## src/rtl/demux_3o_buffered_pkg.sv

```systemverilog
// Shared constants and types for the buffered 1-to-3 write-back demultiplexer.
package demux_3o_buffered_pkg;

  localparam int unsigned DEFAULT_WIDTH = 16;
  localparam int unsigned NUM_DEST      = 3;

  localparam logic [1:0] SEL_A    = 2'd0;
  localparam logic [1:0] SEL_B    = 2'd1;
  localparam logic [1:0] SEL_C    = 2'd2;
  localparam logic [1:0] SEL_NONE = 2'd3;

  typedef enum logic [0:0] {
    SlotEmpty,
    SlotFull
  } slot_state_e;

endpackage

```

## src/rtl/demux_3o_buffered_if.sv

```systemverilog
// Source-side and destination-side handshake bundle of the buffered demultiplexer.
interface demux_3o_buffered_if #(
  parameter int unsigned WIDTH  = demux_3o_buffered_pkg::DEFAULT_WIDTH,
  parameter int unsigned DROP_W = 8
);

  logic              in_valid;
  logic              in_ready;
  logic [1:0]        in_sel;
  logic [WIDTH-1:0]  in_data;
  logic [2:0]        out_valid;
  logic [2:0]        out_ready;
  logic [WIDTH-1:0]  out_data_a;
  logic [WIDTH-1:0]  out_data_b;
  logic [WIDTH-1:0]  out_data_c;
  logic              err_sel;
  logic [DROP_W-1:0] drop_cnt;

  modport master (
    output in_valid, in_sel, in_data, out_ready,
    input  in_ready, out_valid, out_data_a, out_data_b, out_data_c, err_sel, drop_cnt
  );

  modport slave (
    input  in_valid, in_sel, in_data, out_ready,
    output in_ready, out_valid, out_data_a, out_data_b, out_data_c, err_sel, drop_cnt
  );

endinterface

```

## src/rtl/demux_3o_buffered_out_slot.sv

```systemverilog
// One-entry holding slot: EMPTY/FULL state plus a data register that only changes on load.
module demux_3o_buffered_out_slot
  import demux_3o_buffered_pkg::*;
#(
  parameter int unsigned WIDTH = DEFAULT_WIDTH
) (
  input  logic             clk_i,
  input  logic             rst_ni,
  input  logic             load_i,
  input  logic [WIDTH-1:0] load_data_i,
  input  logic             ready_i,
  output logic             valid_o,
  output logic [WIDTH-1:0] data_o
);

  slot_state_e      state_q, state_d;
  logic [WIDTH-1:0] data_q, data_d;

  always_comb begin
    state_d = state_q;
    data_d  = data_q;
    if (load_i) data_d = load_data_i;
    unique case (state_q)
      SlotEmpty: if (load_i) state_d = SlotFull;
      // A drain in the same cycle as a load keeps the slot full.
      SlotFull:  if (ready_i && !load_i) state_d = SlotEmpty;
    endcase
  end

  always_ff @(posedge clk_i or negedge rst_ni) begin
    if (!rst_ni) begin
      state_q <= SlotEmpty;
      data_q  <= '0;
    end else begin
      state_q <= state_d;
      data_q  <= data_d;
    end
  end

  assign valid_o = (state_q == SlotFull);
  assign data_o  = data_q;

endmodule

```

## src/rtl/demux_3o_buffered.sv

```systemverilog
// Registered 1-to-3 demultiplexer with per-destination holding slots, select-error pulse
// and a saturating count of words dropped for an invalid select.
module demux_3o_buffered
  import demux_3o_buffered_pkg::*;
#(
  parameter int unsigned WIDTH  = DEFAULT_WIDTH,
  parameter int unsigned DROP_W = 8
) (
  input logic                clk,
  input logic                rst_n,
  demux_3o_buffered_if.slave bus
);

  logic [NUM_DEST-1:0] sel_hot;
  logic [NUM_DEST-1:0] load;
  logic [NUM_DEST-1:0] slot_valid;
  logic [WIDTH-1:0]    slot_data [NUM_DEST];
  logic                accept;
  logic                drop;
  logic                err_sel_q;
  logic [DROP_W-1:0]   drop_cnt_q, drop_cnt_d;

  always_comb begin
    sel_hot = '0;
    unique case (bus.in_sel)
      SEL_A:    sel_hot = 3'b001;
      SEL_B:    sel_hot = 3'b010;
      SEL_C:    sel_hot = 3'b100;
      SEL_NONE: sel_hot = 3'b000;
    endcase
  end

  // Depends only on select and slot status, never on in_valid.
  assign bus.in_ready = (bus.in_sel == SEL_NONE) | (|(sel_hot & (~slot_valid | bus.out_ready)));
  assign accept       = bus.in_valid & bus.in_ready;
  assign load         = {NUM_DEST{accept}} & sel_hot;
  assign drop         = accept & (bus.in_sel == SEL_NONE);

  always_comb begin
    drop_cnt_d = drop_cnt_q;
    if (drop && (drop_cnt_q != '1)) drop_cnt_d = drop_cnt_q + 1'b1;
  end

  always_ff @(posedge clk or negedge rst_n) begin
    if (!rst_n) begin
      err_sel_q  <= 1'b0;
      drop_cnt_q <= '0;
    end else begin
      err_sel_q  <= drop;
      drop_cnt_q <= drop_cnt_d;
    end
  end

  for (genvar i = 0; i < NUM_DEST; i++) begin : g_slot
    demux_3o_buffered_out_slot #(
      .WIDTH(WIDTH)
    ) u_slot (
      .clk_i       (clk),
      .rst_ni      (rst_n),
      .load_i      (load[i]),
      .load_data_i (bus.in_data),
      .ready_i     (bus.out_ready[i]),
      .valid_o     (slot_valid[i]),
      .data_o      (slot_data[i])
    );
  end

  assign bus.out_valid  = slot_valid;
  assign bus.out_data_a = slot_data[0];
  assign bus.out_data_b = slot_data[1];
  assign bus.out_data_c = slot_data[2];
  assign bus.err_sel    = err_sel_q;
  assign bus.drop_cnt   = drop_cnt_q;

endmodule

```

## src/flat_wrapper.sv

```systemverilog
// flat-port wrapper written by rule: the top's interface ports become plain ports
module demux_3o_buffered_flat import demux_3o_buffered_pkg::*;
#(
  parameter int unsigned WIDTH  = DEFAULT_WIDTH,
  parameter int unsigned DROP_W = 8
)
  (clk, rst_n, bus_in_valid, bus_in_sel, bus_in_data, bus_out_ready, bus_in_ready, bus_out_valid, bus_out_data_a, bus_out_data_b, bus_out_data_c, bus_err_sel, bus_drop_cnt);
  demux_3o_buffered_if #(.WIDTH(WIDTH), .DROP_W(DROP_W)) bus_i ();
  input logic clk;
  input logic rst_n;
  input wire logic [$bits(bus_i.in_valid)-1:0] bus_in_valid;
  input wire logic [$bits(bus_i.in_sel)-1:0] bus_in_sel;
  input wire logic [$bits(bus_i.in_data)-1:0] bus_in_data;
  input wire logic [$bits(bus_i.out_ready)-1:0] bus_out_ready;
  output wire logic [$bits(bus_i.in_ready)-1:0] bus_in_ready;
  output wire logic [$bits(bus_i.out_valid)-1:0] bus_out_valid;
  output wire logic [$bits(bus_i.out_data_a)-1:0] bus_out_data_a;
  output wire logic [$bits(bus_i.out_data_b)-1:0] bus_out_data_b;
  output wire logic [$bits(bus_i.out_data_c)-1:0] bus_out_data_c;
  output wire logic [$bits(bus_i.err_sel)-1:0] bus_err_sel;
  output wire logic [$bits(bus_i.drop_cnt)-1:0] bus_drop_cnt;
  assign bus_i.in_valid = bus_in_valid;
  assign bus_i.in_sel = bus_in_sel;
  assign bus_i.in_data = bus_in_data;
  assign bus_i.out_ready = bus_out_ready;
  assign bus_in_ready = bus_i.in_ready;
  assign bus_out_valid = bus_i.out_valid;
  assign bus_out_data_a = bus_i.out_data_a;
  assign bus_out_data_b = bus_i.out_data_b;
  assign bus_out_data_c = bus_i.out_data_c;
  assign bus_err_sel = bus_i.err_sel;
  assign bus_drop_cnt = bus_i.drop_cnt;
  demux_3o_buffered #(.WIDTH(WIDTH), .DROP_W(DROP_W)) u_core (.clk(clk), .rst_n(rst_n), .bus(bus_i));
endmodule
```

## config.mk

```make
export PLATFORM = sky130hd
export DESIGN_NAME = demux_3o_buffered_flat
export DESIGN_NICKNAME = d
export VERILOG_FILES = /design/src/rtl/demux_3o_buffered_pkg.sv /design/src/rtl/demux_3o_buffered_if.sv /design/src/rtl/demux_3o_buffered_out_slot.sv /design/src/rtl/demux_3o_buffered.sv /design/src/flat_wrapper.sv
export SDC_FILE = /design/constraint.sdc
export NUM_CORES = 1
export LEC_CHECK = 0
export ABC_AREA = 1
export CORE_MARGIN = 5
export CORE_UTILIZATION = 41
export DETAILED_ROUTE_END_ITERATION = 16
export GPL_TIMING_DRIVEN = 0
export HOLD_SLACK_MARGIN = 0.1
export PLACE_DENSITY = 0.75
export SLEW_MARGIN = 15
export SYNTH_ARGS = -nofsm -noshare
export SYNTH_HDL_FRONTEND = slang
export SYNTH_SLANG_ARGS = --single-unit
```

## constraint.sdc

```tcl
create_clock -name clk -period 1.2 [get_ports clk]
set_input_delay 0.12 -clock clk [delete_from_list [all_inputs] [get_ports clk]]
set_output_delay 0.12 -clock clk [all_outputs]
set_load 0.05 [all_outputs]
```

==> flow_summary.toml <==
[run_status]
status = "complete, but fails checks"
violations = "negative setup slack"

[floorplanning]
core_area_um2 = 6314
initial_core_util = 0.4187
placement_rows = 29
dieArea_um2 = 8154
die_h_um = 90.30
pin_count = 85
die_w_um = 90.30

[detailed_routing]
first_pass_iters = 4
antenna_left = 0
drtIter0Drc = 152
vias = 2589
routedWlPerCell_um = 16.39
vias_per_cell = 5.294
drc = 0
drt_wl_total_um = 8014

[cells_and_area]
stdcell_area_um2 = 3877
multi_input_area_um2 = 1094
fillers = 553
layout.nets = 432
seq_area_um2 = 1509
layout.cells.non_filler = 489
drive_gt1_frac = 0.3422
area_growth_pct = 46.66
insertedDiodeCount = 0

[sta]
finalHoldViolations = 0
fin_crit_sh = 1.169
tightestPinTransition_ns = 0.7417
grt_setup_unrepaired = "true"
max_freq_ghz = 0.7126
slew_headroom = 0.5055
setup-violations-final = 59
slew_viol_final = 0
worst_slack_ns = -0.2032
fin_skew_ns = 0.009011
fin_setup_tns_ns = -5.922
finalCriticalPeriod_ns = 1.403

[synthesis]
ys_seq_elements = 60
synth_nets = 320
ys_warn_count = 0
synthesis.area_um2 = 2644
synthArstFlopShare = 1.000
yosysUniqueCellTypes = 20
synth_seq_area_share = 0.5679
synth_edf_count = 0
avgSynthCellArea_um2 = 8.962
ys.flop_type = "dfrtp_1"
synth_cells = 295

[setup_path]
startpoint = "u_core.g_slot[0].u_slot.valid_o"
max_stage_delay_ns = 0.37
crit_chain = "inv_2 > o21ai_2 > nand3_2 > buf_6 > buf_8"
cp.arrival_ns = 1.28
crit_type = "register to output port"
r2r_start = "u_core.g_slot[2].u_slot.valid_o"
r2r_end = "u_core.g_slot[2].u_slot.data_o[7]"
cp-start-kind = "register"
r2r_slack_ns = -0.16
worst-path-stages = 5
crit_path_end_kind = "output port"
path_delay_family = "flip-flops"
crit_end = "bus_in_ready"
cp_slowest_cell = "dfrtp_1"
worstPathMaxFanout = 2
crit_required_ns = 1.08
crit_buf_inv = 3
r2r_cells = 8

[pwr]
p_total_mw = 7.591
p_per_area_nw_per_um2 = 1958
p_leak_nw = 2.030
peakVddDrop_uv = 1687

[cts]
cts_tree = "yes"
clockBufferDepth = 2
cts_buffers = 9
clk_latency_ns = 0.34
clockRootBuffer = "clkbuf_8"
clkSinkCount = 60
clk_pin_slew_ns = 0.06
htree_num_levels = 3

[place]
post_dp_cell_area_um2 = 3605
dp_hpwl_um = 5476
routabilityCongestion = 0.7773
port_buffers = 83
dp.cells = 455

[global_routing]
grt_pass1_wl_um = 12830
grt_start_max_net_pins = 61
grt.total_usage = 0.1947
grt_antenna_before_repair = 0
grt_pass1_vias = 2602
grt_overflow = 0

[hold_path]
whs_path_depth = 4
holdCritPathClass = "input port to register"

[flow_run]
cap_violations = 0
[cell usage in the layout (no fill, tap or decap), drive strengths merged]
cell type,netlist,layout
and3,1,1
xnor2,5,5
clkinv,0,2
clkinvlp,0,1
o21ai,6,6
clkbuf,5,20
dlygate4sd2,0,2
buf,16,90
bufinv,0,1
clkdlybuf4s50,0,19
nand4,49,49
dfrtp,60,60
dlygate4sd3,0,1
ha,1,1
inv,13,13
nand2,124,124
clkdlybuf4s15,0,2
nand3,8,8
nor2,6,6
a31oi,1,1
[layer usage]
layer | vias to the layer above | GRT usage | routed length (um)
met2 | 101 | 0.3134 | 3814
met4 | 0 | 0.09181 | 215
li1 | 1208 | - | -
met3 | 22 | 0.05000 | 477
met5 | - | 0 | 0
met1 | 1258 | 0.2442 | 3506
[report_power, final]
group          switching (mW)  internal (mW)
Combinational            2.17          0.831
Sequential              0.294           2.43
Clock                   0.794           1.07
[per-stage QoR]
stage	setup slack (ns)	hold WS [ns]	util
after floorplan	-0.2908	-0.1756	-
after global placement	-2.066	0.4557	0.5713
after detailed placement	-1.331	0.2330	0.5709
after CTS	-0.2006	0.2259	0.6181
after global routing	-0.2582	0.2607	0.6142
final	-0.2032	0.2470	0.6142
[flip-flops by register name (all words and copies together), names as in the netlist]
name                          cells
u_core.g_slot.u_slot.data_o      48
u_core.bus.drop_cnt               8
u_core.bus.err_sel                1
u_core.g_slot.u_slot.valid_o      3
[how the worst min path moves through the flow]
stage	from	to	slack, ns
2_1_floorplan	rst_n	u_core.bus.drop_cnt[0]	-0.18
3_3_place_gp	u_core.g_slot[1].u_slot.data_o[1]	u_core.g_slot[1].u_slot.data_o[1]	0.46
3_5_place_dp	rst_n	u_core.g_slot[1].u_slot.data_o[11]	0.23
4_1_cts	bus_in_valid	u_core.g_slot[2].u_slot.data_o[3]	0.23
5_1_grt	bus_in_valid	u_core.g_slot[1].u_slot.data_o[5]	0.26
6_report	bus_in_valid	u_core.g_slot[1].u_slot.data_o[1]	0.25
[worst min-delay path, delay by kind of cell]
kind	cells	cell delay (ns)
and+or+nand+nor	3	0.25
buffers and inverters	1	0.18
[synthesized netlist by cell type (4+ instances only)]
cell,n,area share
buf_2,6,0.011
buf_6,4,0.017
clkbuf_1,5,0.0071
dfrtp_1,60,0.57
inv_1,13,0.018
nand2_1,124,0.18
nand3_1,4,0.0076
nand3_2,4,0.015
nand4_1,49,0.12
o21ai_0,5,0.0095
xnor2_1,5,0.017
[what timing repair did]
action	in CTS	in global routing
hold buffers	1	0
gates resized for setup	289	81
setup buffers	11	3
endpoints found under the hold margin	60	0
pin swaps	7	9
endpoints found under the setup margin	119	93
cloned	2	2
[area by class of cell]
type | instances | area share
multi-input cells | 201 | 0.2820
inverters | 13 | 0.01258
clock buffers | 12 | 0.04001
repair buffers | 101 | 0.1968
flip-flops and latches | 60 | 0.3892
clock inverters | 4 | 0.01226
plain buffers | 21 | 0.04227
well taps | 77 | 0.02485
[cells by family after synthesis]
| kind of cell | count (synthesis) | share of synthesized area |
|---|---|---|
| xor gates and xnor gates | 5 | 0.01656 |
| DFF | 60 | 0.5679 |
| AOI/OAI and AO/OA | 7 | 0.01372 |
| buffers and inverters | 34 | 0.06673 |
| adders and majority gates | 1 | 0.004732 |
| and+or+nand+nor | 188 | 0.3303 |
Note: power is estimated with default switching activity, not from simulation.
